<file path="src/rtl/mmio_pkg.sv">
// Shared address map, readdata field layout and decoder for the MMIO responder.
package mmio_pkg;

  localparam logic [31:0] LED          = 32'hFFFF_FFFF;
  localparam logic [31:0] SLIDE_SWITCH = 32'hFFFF_FFFE;
  localparam logic [31:0] BUTTON       = 32'hFFFF_FFFD;

  // BUTTON readdata layout: debounced levels at the bottom, sticky presses above.
  localparam int BTN_LVL_LSB = 0;

  typedef enum logic [1:0] {
    SEL_MEM,
    SEL_LED,
    SEL_SW,
    SEL_BTN
  } io_sel_e;

  function automatic int btn_pressed_lsb(input int num_btn);
    return BTN_LVL_LSB + num_btn;
  endfunction

  function automatic io_sel_e decode_addr(input logic [31:0] addr);
    case (addr)
      LED:          return SEL_LED;
      SLIDE_SWITCH: return SEL_SW;
      BUTTON:       return SEL_BTN;
      default:      return SEL_MEM;
    endcase
  endfunction

endpackage

</file>
<file path="src/rtl/mmio_io_responder_btn_debounce.sv">
// One push button: 2-flop synchronizer, optional debounce counter, level and rising pulse.
// Debounce counter present only when BTN_DEBOUNCE_EN is defined.
module btn_debounce #(
  parameter int DEBOUNCE_CYCLES = 250000
) (
  input  logic clk,
  input  logic reset,
  input  logic i_btn,
  output logic o_lvl,
  output logic o_rise
);

  logic [1:0] r_sync;
  logic       r_lvl;
  logic       w_lvl_next;

  always_ff @(posedge clk or posedge reset) begin
    if (reset) r_sync <= '0;
    else       r_sync <= {r_sync[0], i_btn};
  end

`ifdef BTN_DEBOUNCE_EN
  localparam int CW = (DEBOUNCE_CYCLES > 1) ? $clog2(DEBOUNCE_CYCLES) : 1;
  localparam logic [CW-1:0] CNT_TC = CW'(DEBOUNCE_CYCLES - 1);

  logic [CW-1:0] r_cnt;
  logic          w_differs;

  assign w_differs  = (r_sync[1] != r_lvl);
  assign w_lvl_next = (w_differs && (r_cnt == CNT_TC)) ? r_sync[1] : r_lvl;

  // Any bounce back to the accepted level restarts the stability count.
  always_ff @(posedge clk or posedge reset) begin
    if (reset)                              r_cnt <= '0;
    else if (!w_differs || r_cnt == CNT_TC) r_cnt <= '0;
    else                                    r_cnt <= r_cnt + CW'(1);
  end
`else
  logic w_unused_dbc;
  assign w_unused_dbc = (DEBOUNCE_CYCLES > 1);
  assign w_lvl_next   = r_sync[1];
`endif

  always_ff @(posedge clk or posedge reset) begin
    if (reset) r_lvl <= 1'b0;
    else       r_lvl <= w_lvl_next;
  end

  assign o_lvl  = r_lvl;
  // Combinational so the sticky register can let a same-edge set beat clear-on-read.
  assign o_rise = w_lvl_next & ~r_lvl;

endmodule

</file>
<file path="src/rtl/mmio_io_responder.sv">
// MMIO responder: LED register, synchronized switches, debounced buttons with sticky presses.
// Button debounce counters are built only when BTN_DEBOUNCE_EN is defined.
module mmio_io_responder
  import mmio_pkg::*;
#(
  parameter int NUM_LEDS        = 8,
  parameter int NUM_SW          = 8,
  parameter int NUM_BTN         = 4,
  parameter int DEBOUNCE_CYCLES = 250000
) (
  input  logic                clk,
  input  logic                reset,
  input  logic [31:0]         address,
  input  logic                memwrite,
  input  logic                memread,
  input  logic [31:0]         writedata,
  input  logic [31:0]         memdata,
  input  logic [NUM_SW-1:0]   sw_in,
  input  logic [NUM_BTN-1:0]  btn_in,
  output logic [31:0]         readdata,
  output logic [NUM_LEDS-1:0] leds
);

  localparam int PRESSED_LSB = btn_pressed_lsb(NUM_BTN);

  io_sel_e             w_sel;
  logic [NUM_LEDS-1:0] r_led;
  logic [NUM_SW-1:0]   r_sw_meta;
  logic [NUM_SW-1:0]   r_sw_sync;
  logic [NUM_BTN-1:0]  w_btn_lvl;
  logic [NUM_BTN-1:0]  w_btn_rise;
  logic [NUM_BTN-1:0]  r_btn_pressed;
  logic                w_btn_clear;
  logic                w_unused_wdata;

  assign w_sel          = decode_addr(address);
  assign w_btn_clear    = (w_sel == SEL_BTN) && memread;
  assign w_unused_wdata = ^(writedata >> NUM_LEDS);

  always_ff @(posedge clk or posedge reset) begin
    if (reset)                             r_led <= '0;
    else if (w_sel == SEL_LED && memwrite) r_led <= writedata[NUM_LEDS-1:0];
  end

  always_ff @(posedge clk or posedge reset) begin
    if (reset) begin
      r_sw_meta <= '0;
      r_sw_sync <= '0;
    end else begin
      r_sw_meta <= sw_in;
      r_sw_sync <= r_sw_meta;
    end
  end

  for (genvar i = 0; i < NUM_BTN; i++) begin : g_btn
    btn_debounce #(
      .DEBOUNCE_CYCLES(DEBOUNCE_CYCLES)
    ) u_btn (
      .clk   (clk),
      .reset (reset),
      .i_btn (btn_in[i]),
      .o_lvl (w_btn_lvl[i]),
      .o_rise(w_btn_rise[i])
    );
  end

  // A new press on the clearing edge survives the clear.
  always_ff @(posedge clk or posedge reset) begin
    if (reset) r_btn_pressed <= '0;
    else       r_btn_pressed <= (w_btn_clear ? '0 : r_btn_pressed) | w_btn_rise;
  end

  always_comb begin
    readdata = memdata;
    case (w_sel)
      SEL_LED: readdata = 32'(r_led);
      SEL_SW:  readdata = 32'(r_sw_sync);
      SEL_BTN: begin
        readdata = '0;
        readdata[BTN_LVL_LSB +: NUM_BTN] = w_btn_lvl;
        readdata[PRESSED_LSB +: NUM_BTN] = r_btn_pressed;
      end
      default: readdata = memdata;
    endcase
  end

  assign leds = r_led;

endmodule

</file>
<file path="config.mk">
export PLATFORM = sky130hd
export DESIGN_NAME = mmio_io_responder
export DESIGN_NICKNAME = d
export VERILOG_FILES = /design/src/rtl/mmio_pkg.sv /design/src/rtl/mmio_io_responder_btn_debounce.sv /design/src/rtl/mmio_io_responder.sv
export SDC_FILE = /design/constraint.sdc
export NUM_CORES = 1
export LEC_CHECK = 0
export ABC_AREA = 1
export BUFFER_PORTS_ARGS = -buffer_cell sky130_fd_sc_hd__buf_2
export CAP_MARGIN = 40
export CELL_PAD_IN_SITES_DETAIL_PLACEMENT = 1
export CELL_PAD_IN_SITES_GLOBAL_PLACEMENT = 2
export CORE_UTILIZATION = 20
export DETAILED_ROUTE_END_ITERATION = 10
export PLACE_DENSITY_LB_ADDON = 0.1
export SLEW_MARGIN = 40
export SYNTH_ARGS = -nofsm -noshare
export SYNTH_HDL_FRONTEND = slang
export SYNTH_HIERARCHICAL = 1
export SYNTH_SLANG_ARGS = --single-unit
export TNS_END_PERCENT = 30
</file>
<file path="constraint.sdc">
create_clock -name clk -period 1.3 [get_ports clk]
set_input_delay 0.065 -clock clk [delete_from_list [all_inputs] [get_ports clk]]
set_output_delay 0.065 -clock clk [all_outputs]
set_load 0.01 [all_outputs]
</file>
==> impl_summary.txt <==
----------------------------------------------------
[Timing]
  Number of hold-slack violations in the final timing report ... 0
  Crit share post-route ... 99.2%
  Slew HR ... 75.4%
  Total negative slack ... 0 ns
  Setup violations, final ... 0
  Post-layout min period ... 1.29 ns
  RSZ-0062 raised after global routing ... true
  Worst Tran Pin Value ... 0.369 ns
  Highest clock rate ... 775 MHz
  Slew Limit Fails ... 0
  Clock skew ... 0.00616 ns

[Route]
  Number of detailed-route iterations in the first pass ... 4
  DR iter-0 viols ... 50
  Met3 wire length ... 350 um
  DRC violations left ... 0
  Wire length on met1 ... 2680 um
  Routed Wire Length ... 6190 um
  Top layer reached by signal wires ... met4
  Routed via count ... 2103
  Average routed wire per standard cell ... 11.4 um
  Via density per instance ... 3.87
  Metal2 WL ... 3130 um
  Antenna-violating nets left ... 0

[Worst setup path]
  Slowest stage cell, crit path ... sky130_fd_sc_hd__nor2_8
  Critical path capture point type ... output port
  Data required time of the worst path ... 1.24 ns
  Biggest cell delay along the critical path ... 0.26 ns
  Type of the worst setup path ... primary input to output port
  Reg2reg start ... g_btn[2].u_btn/r_sync[1]$_DFF_PP0_
  Worst reg2reg endpoint ... r_btn_pressed[2]$_DFF_PP0_
  Number of cells on the worst reg-to-reg path ... 3
  Buffer and inverter count on the worst path ... 3
  Data arrival time of the critical path ... 1.22 ns
  Timing startpoint of the critical path ... address[18]
  Critical path depth in cells ... 11
  Series of cell instances along the critical path ... buf_2, nand2_2, nor2_4, nand2_4, nor2_8, buf_12, nand2_4, nor2_1, nor2_1, nand2_1, buf_2
  Largest fanout of any net on the critical path ... 6
  Worst setup SP type ... primary input
  Category of cells accounting for the largest share of critical-path delay ... simple AND/OR/NAND/NOR gates
  R2r setup slk ... 0.56 ns
  Capturing instance or port of the critical path ... readdata[2]

[Synthesis]
  Yosys top cell area share ... 49.6%
  Commonest cells in the synthesized netlist ... sky130_fd_sc_hd__inv_1 (49), sky130_fd_sc_hd__nand2_1 (44), sky130_fd_sc_hd__nor2_1 (41), sky130_fd_sc_hd__dfrtp_1 (40), sky130_fd_sc_hd__nand3_1 (16)
  Share of flip-flops with an asynchronous set or reset after synthesis ... 100%
  Post-Synthesis Net Count ... 354
  Most numerous cell in the Yosys netlist ... sky130_fd_sc_hd__inv_1
  Mean area per synthesized cell ... 8.34 um2
  Number of different library cells in the post-synthesis netlist ... 19
  Count of flip-flops with a built-in enable after synthesis ... 0
  Synth warnings ... 6
  Most area-hungry cell type in the Yosys netlist ... sky130_fd_sc_hd__dfrtp_1
  Top_reg_cell synth ... sky130_fd_sc_hd__dfrtp_1
  Combined area of all synthesized cells ... 2020 um2
  #FFs+latches synth ... 40
  Post-synthesis sequential area ratio ... 49.6%
  Cell count after synthesis ... 242
  Top area cells in the synthesized netlist ... sky130_fd_sc_hd__dfrtp_1 (50%), sky130_fd_sc_hd__inv_1 (9.1%), sky130_fd_sc_hd__nand2_1 (8.2%)

[Min path]
  Hold/Removal Path Class ... primary input to flip-flop

[Place]
  IO buf count ... 127
  Final weighted congestion in routability-driven placement ... 0.670
  Post-DP HPWL ... 4800 um
  Instance count after placement with tap cells included ... 508

[Floorplanning]
  Chip height ... 102 um
  I/O pin count ... 152
  Number of rows created at floorplan ... 36
  X dimension of the die ... 102 um
  Total Die Area ... 10500 um2
  Std-Cell Core Area ... 9770 um2
  Starting density of the core ... 20.6%

[Run status]
  Outcome ... complete, no violations

[Clocking]
  H-tree depth ... 2
  CTS buffer count ... 5
  CTS clk-pin slew, worst paths ... 0.08 ns
  CTS tree ... done
  Num Clock Sinks ... 40
  Clk Tree Root Cell ... sky130_fd_sc_hd__clkbuf_8
  Clock buffer depth ... 2
  Insertion delay of the later-clocked pin in the worst-skew pair ... 0.29 ns

[Power and ir drop]
  Maximum resistive drop on vdd ... 0.522 mV
  Leakage power summed over all cells ... 1.97 nW
  Pwr dens ... 725 nW/um2

[Job]
  Total of max-cap violations ... 0

[Finish]
  Synth-to-Final Area Change ... 74.8%
  Total Nets Final ... 521
  Number of standard cells in the layout, taps in and fillers out ... 543
  # fillers ... 1195
  Core occupancy in the finished layout ... 36.1%
  Count of antenna diodes in the layout ... 0
  Fraction of final layout cells with drive strength greater than 1 ... 52.9%

[GRT]
  First-pass GRT wire length ... 9510 um
  Number of global-route vias before repair ... 2094
  Pin count of the biggest net entering global routing ... 29
  Gr ovfl total ... 0
  Tot GR Track Use ... 11.7%
  Number of antenna violations at the first check in global routing ... 0

----------------------------------------------------
==> repair_timing <==
| item | in CTS | in global routing |
|---|---|---|
| setup buffers | 2 | 3 |
| endpoints found under the hold margin | 58 | 0 |
| endpoints found under the setup margin | 32 | 32 |
| cloned | 0 | 3 |
| gates resized for setup | 9 | 60 |
| pin swaps | 3 | 29 |
| hold buffers | 19 | 0 |
==> registers in the layout (all words and copies together) (netlist names) <==
name / cells
leds: 8
r_btn_pressed: 4
r_sw_sync: 8
r_sw_meta: 8
g_btn.u_btn/r_sync: 8
g_btn.u_btn/o_lvl: 4
==> layer usage <==
metal | GRT usage [%] | up-vias
met1 | 14.4 | 970
met3 | 2.39 | 2
met2 | 20.5 | 72
li1 | - | 1059
met5 | 0 | -
met4 | 3.30 | 0
==> worst register-to-register path, stage by stage (launching register included) <==
cell and delay (ns):
sky130_fd_sc_hd__dfrtp_1 0.38, sky130_fd_sc_hd__inv_1 0.07, sky130_fd_sc_hd__nor2_2 0.03, sky130_fd_sc_hd__o21bai_1 0.15
==> final cells by class <==
type                            count  area [um2]  area share [%]
Inverter                           49         184            5.21
Multi-Input combinational cell    150         943            26.7
Clock inverter                      3        21.3           0.603
Tap cell                          133         166            4.72
Clock buffer                        5        68.8            1.95
Timing Repair Buffer              163        1140            32.4
Sequential cell                    40        1000            28.4
==> where the power goes <==
group          total (mW)  switching [mW]  leakage, nW  internal [mW]
sequential           1.31          0.0194        0.431           1.29
combinational       0.428           0.183         1.49          0.246
clock               0.822           0.441       0.0445          0.381
total                2.56           0.643         1.97           1.91
==> kinds of logic (layout without fill, tap and decap cells) <==
group	Yosys count	after routing	share of synthesized area, %
buf+inv	54	220	12.1
compound gates	12	12	3.84
simple gates	136	138	34.5
flops	40	40	49.6
==> stage by stage <==
stage | setup WS (ns) | instance area (um2) | total power, mW | hold slack, ns
final | 0.0101 | 3530 | 2.56 | 0.00729
after global routing | -0.0892 | 3530 | 2.71 | 0.00291
after CTS | -0.00157 | 3180 | 2.55 | 0.00526
after detailed placement | -0.0864 | 2860 | 1.66 | -0.0118
after global placement | -0.0622 | 2860 | 1.66 | -0.0157
after floorplan | 0.223 | 2020 | 1.45 | -0.181
==> worst min path at each step <==
| stage | end | start | slack (ns) | cells past startpoint |
|---|---|---|---|---|
| floorplan | g_btn[0].u_btn/o_lvl$_DFF_PP0_ | reset | -0.18 | 1 |
| global placement | g_btn[2].u_btn/r_sync[0]$_DFF_PP0_ | reset | -0.02 | 2 |
| detailed placement | g_btn[1].u_btn/o_lvl$_DFF_PP0_ | reset | -0.01 | 2 |
| CTS | leds[7]$_DFFE_PP0P_ | writedata[7] | 0.005 | 3 |
| global route | leds[7]$_DFFE_PP0P_ | writedata[7] | 0.003 | 3 |
| finish | leds[2]$_DFFE_PP0P_ | writedata[2] | 0.007 | 3 |
==> placed cells by master (no fill, tap or decap), drive strengths merged, types with 4 or more instances in the layout <==
master and instances:
buf 143, clkbuf 6, dfrtp 40, dlygate4sd3 19, inv 50, nand2 53
nand3 17, nand4 8, nor2 60, o21ai 8, o21bai 4
(Power assumes the default switching activity.)
